$ cat config.mk
export PLATFORM = sky130hd
export DESIGN_NAME = cellrv32_npu_weight_scheduler
export DESIGN_NICKNAME = d
export VERILOG_FILES = /design/src/rtl/cellrv32_npu_weight_scheduler_pkg.sv /design/src/rtl/cellrv32_npu_instr_fifo.sv /design/src/rtl/cellrv32_npu_weight_scheduler.sv
export SDC_FILE = /design/constraint.sdc
export NUM_CORES = 1
export LEC_CHECK = 0
export ABC_AREA = 1
export CORE_UTILIZATION = 32
export CTS_CLUSTER_SIZE = 28
export DETAILED_ROUTE_END_ITERATION = 8
export PLACE_DENSITY = 0.59
export SLEW_MARGIN = 20
export SYNTH_ARGS = -nofsm -noshare
export SYNTH_HDL_FRONTEND = slang
export SYNTH_HIERARCHICAL = 1
export SYNTH_SLANG_ARGS = --single-unit
$ cat constraint.sdc
create_clock -name clk_i -period 5.1 [get_ports clk_i]
set_input_delay 0.765 -clock clk_i [delete_from_list [all_inputs] [get_ports clk_i]]
set_output_delay 0.765 -clock clk_i [all_outputs]
set_load 0.01 [all_outputs]
$ cat src/rtl/cellrv32_npu_weight_scheduler_pkg.sv
// Shared types for the NPU weight scheduler: weight instruction record and scheduler FSM states.
// Pure type/constant package; no timing or flow-control behaviour of its own.
package cellrv32_npu_weight_scheduler_pkg;

  typedef struct packed {
    logic [15:0] wei_addr;
    logic [15:0] calc_len;
  } weight_instruction_t;

  localparam int WEIGHT_INSTR_W = $bits(weight_instruction_t);

  typedef enum logic [1:0] {
    IDLE,
    ARM,
    WAIT_DONE
  } WEIGHT_SCHED_STATE_t;

endpackage

$ cat src/rtl/cellrv32_npu_instr_fifo.sv
// Generic synchronous FIFO (push/pop/full/empty/count), head visible combinationally, 0 when empty.
// Latency: write visible at head the cycle after push; push ignored when full, pop ignored when empty.
module cellrv32_npu_instr_fifo #(
  parameter int WIDTH = 32,
  parameter int DEPTH = 4
) (
  input  logic                     clk_i,
  input  logic                     rst_i,
  input  logic                     push_i,
  input  logic                     pop_i,
  input  logic [WIDTH-1:0]         data_i,
  output logic [WIDTH-1:0]         data_o,
  output logic                     full_o,
  output logic                     empty_o,
  output logic [$clog2(DEPTH):0]   count_o
);

  localparam int AW = $clog2(DEPTH);

  logic [WIDTH-1:0] r_mem [DEPTH];
  logic [AW-1:0]    r_wr_ptr;
  logic [AW-1:0]    r_rd_ptr;
  logic [AW:0]      r_count;
  logic             w_push;
  logic             w_pop;

  assign full_o  = (r_count == (AW+1)'(DEPTH));
  assign empty_o = (r_count == '0);
  assign count_o = r_count;
  assign w_push  = push_i & ~full_o;
  assign w_pop   = pop_i & ~empty_o;
  assign data_o  = empty_o ? '0 : r_mem[r_rd_ptr];

  always_ff @(posedge clk_i) begin
    if (rst_i) begin
      r_wr_ptr <= '0;
      r_rd_ptr <= '0;
      r_count  <= '0;
    end else begin
      if (w_push) r_wr_ptr <= r_wr_ptr + AW'(1);
      if (w_pop)  r_rd_ptr <= r_rd_ptr + AW'(1);
      r_count <= r_count + {{AW{1'b0}}, w_push} - {{AW{1'b0}}, w_pop};
    end
  end

  // Storage needs no reset: entries are only observed through the count.
  always_ff @(posedge clk_i) begin
    if (w_push) r_mem[r_wr_ptr] <= data_i;
  end

endmodule

$ cat src/rtl/cellrv32_npu_weight_scheduler.sv
// Buffers weight-load instructions and issues one at a time to weight control when a preload slot is free.
// Issue earliest one cycle after push; instr_ready_o drops when the FIFO is full; enable_i low freezes everything.
module cellrv32_npu_weight_scheduler
  import cellrv32_npu_weight_scheduler_pkg::*;
#(
  parameter int FIFO_DEPTH    = 4,
  parameter int PRELOAD_SLOTS = 1
) (
  input  logic                clk_i,
  input  logic                rst_i,
  input  logic                enable_i,
  input  weight_instruction_t instr_i,
  input  logic                instr_valid_i,
  output logic                instr_ready_o,
  output weight_instruction_t wc_instr_o,
  output logic                wc_instr_en_o,
  input  logic                wc_busy_i,
  input  logic                wc_resource_busy_i,
  input  logic                activate_i,
  output logic                weights_ready_o,
  output logic [1:0]          loaded_cnt_o,
  output logic                idle_o,
  output logic                err_o
);

  localparam int         CW       = $clog2(FIFO_DEPTH) + 1;
  localparam logic [2:0] LP_SLOTS = 3'(PRELOAD_SLOTS);

  WEIGHT_SCHED_STATE_t r_state;
  WEIGHT_SCHED_STATE_t w_state_nxt;
  logic                r_inflight;
  logic [1:0]          r_loaded_cnt;
  logic                r_err;

  logic                w_push;
  logic                w_full;
  logic                w_empty;
  logic [CW-1:0]       w_fifo_count;
  logic [2:0]          w_outstanding;
  logic                w_issue_ok;
  logic                w_load_done;
  logic                w_act_ok;
  logic                w_act_err;

  assign instr_ready_o = (w_fifo_count != CW'(FIFO_DEPTH));
  assign w_push        = instr_valid_i & instr_ready_o & enable_i;

  cellrv32_npu_instr_fifo #(
    .WIDTH (WEIGHT_INSTR_W),
    .DEPTH (FIFO_DEPTH)
  ) u_instr_fifo (
    .clk_i   (clk_i),
    .rst_i   (rst_i),
    .push_i  (w_push),
    .pop_i   (wc_instr_en_o),
    .data_i  (instr_i),
    .data_o  (wc_instr_o),
    .full_o  (w_full),
    .empty_o (w_empty),
    .count_o (w_fifo_count)
  );

  assign w_outstanding = {2'b00, r_inflight} + {1'b0, r_loaded_cnt};
  assign w_issue_ok    = ~w_empty & (w_outstanding < LP_SLOTS) & ~wc_busy_i
                       & ~wc_resource_busy_i & enable_i;

  // ARM exists because weight control raises busy one cycle after the strobe.
  always_comb begin
    w_state_nxt   = r_state;
    wc_instr_en_o = 1'b0;
    w_load_done   = 1'b0;
    case (r_state)
      IDLE: begin
        if (w_issue_ok) begin
          wc_instr_en_o = 1'b1;
          w_state_nxt   = ARM;
        end
      end
      ARM: begin
        if (enable_i) w_state_nxt = WAIT_DONE;
      end
      WAIT_DONE: begin
        if (enable_i && !wc_resource_busy_i) begin
          w_load_done = 1'b1;
          w_state_nxt = IDLE;
        end
      end
      default: w_state_nxt = IDLE;
    endcase
  end

  assign w_act_ok  = activate_i & enable_i & (r_loaded_cnt != 2'd0);
  assign w_act_err = activate_i & enable_i & (r_loaded_cnt == 2'd0);

  always_ff @(posedge clk_i) begin
    if (rst_i) begin
      r_state      <= IDLE;
      r_inflight   <= 1'b0;
      r_loaded_cnt <= 2'd0;
      r_err        <= 1'b0;
    end else if (enable_i) begin
      r_state <= w_state_nxt;
      if (wc_instr_en_o)    r_inflight <= 1'b1;
      else if (w_load_done) r_inflight <= 1'b0;
      // Completion and activate together leave the count unchanged.
      case ({w_load_done, w_act_ok})
        2'b10:   r_loaded_cnt <= r_loaded_cnt + 2'd1;
        2'b01:   r_loaded_cnt <= r_loaded_cnt - 2'd1;
        default: r_loaded_cnt <= r_loaded_cnt;
      endcase
      if (w_act_err) r_err <= 1'b1;
    end
  end

  assign weights_ready_o = (r_loaded_cnt != 2'd0);
  assign loaded_cnt_o    = r_loaded_cnt;
  assign idle_o          = w_empty & (r_state == IDLE) & (r_loaded_cnt == 2'd0);
  assign err_o           = r_err;

  a_loaded_le_slots: assert property (@(posedge clk_i) disable iff (rst_i)
    {1'b0, r_loaded_cnt} <= LP_SLOTS);
  a_no_push_when_full: assert property (@(posedge clk_i) disable iff (rst_i)
    !(w_push && w_full));

endmodule

==> results.yml <==
sta:
  hold_viol_final: 0
  tightest_slew_ps: 1100
  max_slew_margin_pct: 26.6
  finalCritPeriodShare_pct: 70.8
  rsz0062_at_grt: "false"
  finalSetupViolations: 0
  fin_setup_tns_ps: 0
  fmax_mhz: 277
  maxSlewViolCount: 0
  fin_skew_ps: 3.87
  post-route-min-period_ps: 3610
run:
  drv_cap: 0
pwr:
  power_frac_seq_pct: 48.0
  power.internal_mw: 2.14
  p_leak_nw: 3.29
  p_comb_share_pct: 12.5
  power_mw: 2.79
  switching_share_pct: 23.5
  peakVddDrop_v: 0.000275
  power.switching_mw: 0.655
  power.density_nw_per_um2: 354
  clkPwrFrac_pct: 39.5
finish:
  final_cell_mix: "inv_1, nand2_1, edfxtp_1"
  n_antenna_cell: 0
  fin_cells: 991
  area_growth_pct: 22.8
  nets: 762
  n_fill_cell: 1937
  drive_gt1_share_pct: 6.89
synthesis:
  ys_warn_count: 6
  syn-num-nets: 688
  netlist_instances: 640
  synth_area_sq_um: 6420
  synth.avg_cell_area_sq_um: 10.0
cts:
  htreeDepth: 4
  cts_setup_buffers: 0
  cts_tree: "done"
  path_clk_slew_ps: 60
  cts_resized: 0
  cts_root_buf: "clkbuf_16"
  numCtsBuffers: 17
  cts_sinks: 143
  clock_latency_ps: 410
  clockBufferDepth: 2
  cts_hold_buf: 0
routing:
  routedWlPerCell_um: 13.1
  postRouteAntennaNets: 0
  drcViolationCount: 0
  dr.pass1.iters: 4
  vias_per_cell: 4.20
  finalWirelength_mm: 12.9
  routed-via-count: 4163
  drt_iter0_markers: 228
placement:
  gp_congestion: 0.727
  dp_cells: 960
  io_buffers: 77
  hpwl_mm: 7.92
worst_setup_path:
  worst_setup_path_end_kind: "primary output"
  path_max_fanout: 57
  r2r_slack_ps: 2410
  worstSetupPathType: "reg -> out"
  cp.required_ps: 4340
  start_kind: "flop"
  worstPathArrival_ps: 2850
hold_path:
  hold_class: "reg -> reg"
floorplan:
  die_h_um: 144
  ios: 78
  start_util_pct: 32.8
  die_area_sq_um: 20600
  row_count: 51
  core-area_sq_um: 19600
  die_x_um: 144
global_route:
  antenna_found_initial: 0
  first_global_vias: 3968
  grt_use_total_pct: 13.3
  grt_pass1_wl_mm: 20.2
  grt_start_max_net_pins: 58
  overflow: 0
status:
  outcome: "finished clean"
-- path summary, 6_finish.rpt --
path / from / cells past startpoint / to
worst max-delay path: flop / 6 / wc_instr_o[9]
worst min register to register: r_inflight / 2 / r_inflight
worst min-delay path: r_inflight / 2 / r_inflight
worst max register to register: u_instr_fifo/count_o[1] / 14 / u_instr_fifo/count_o[1]
-- registers in the layout (all words and copies together), names as in the netlist, named ones only --
signal and flops:
r_inflight 1, u_instr_fifo/r_mem 128, u_instr_fifo/r_rd_ptr 2, r_state 2, u_instr_fifo/count_o 3, loaded_cnt_o 2
err_o 1, u_instr_fifo/r_wr_ptr 2
-- worst max-delay path, cell delays in order, from the launching register on --
cell and delay, ps:
dfxtp_2 760, inv_2 190, buf_4 370, nand2_1 140
nand3_1 70, a21oi_1 270, clkdlybuf4s50_1 590
-- layer usage --
layer,up-vias,track usage [%],wire [um]
li1,2160,-,-
met1,1903,17.0,6080
met2,88,21.9,6160
met3,12,3.33,540
met4,0,4.87,155
met5,-,0,0
-- power by group through the flow --
stage               logic [mW]  registers, mW  clock network, mW
floorplan                0.176           1.36                  0
global placement         0.355           1.36                  0
detailed placement       0.355           1.36                  0
CTS                      0.357           1.34               1.13
global route             0.388           1.34               1.18
finish                   0.349           1.34               1.10
-- metrics by stage --
step	area (sq um)	utilization, %	setup slack (ps)	hold slack [ps]
final	7890	40.3	1490	469
after floorplan	6420	-	2010	441
after CTS	7890	40.3	1430	465
after detailed placement	7360	37.6	1600	457
after global placement	7360	37.6	1670	454
after global routing	7890	40.3	1240	486
-- final cells by class --
cell class,count,area (sq um),share of cell area [%]
well taps,265,332,4.20
multi-input cells,310,1480,18.8
inverters,163,614,7.79
flip-flops and latches,143,4150,52.6
clock inverters,13,100,1.27
repair buffers,79,786,9.96
clock buffers,18,429,5.44
Power figures use the tool's default switching activity.
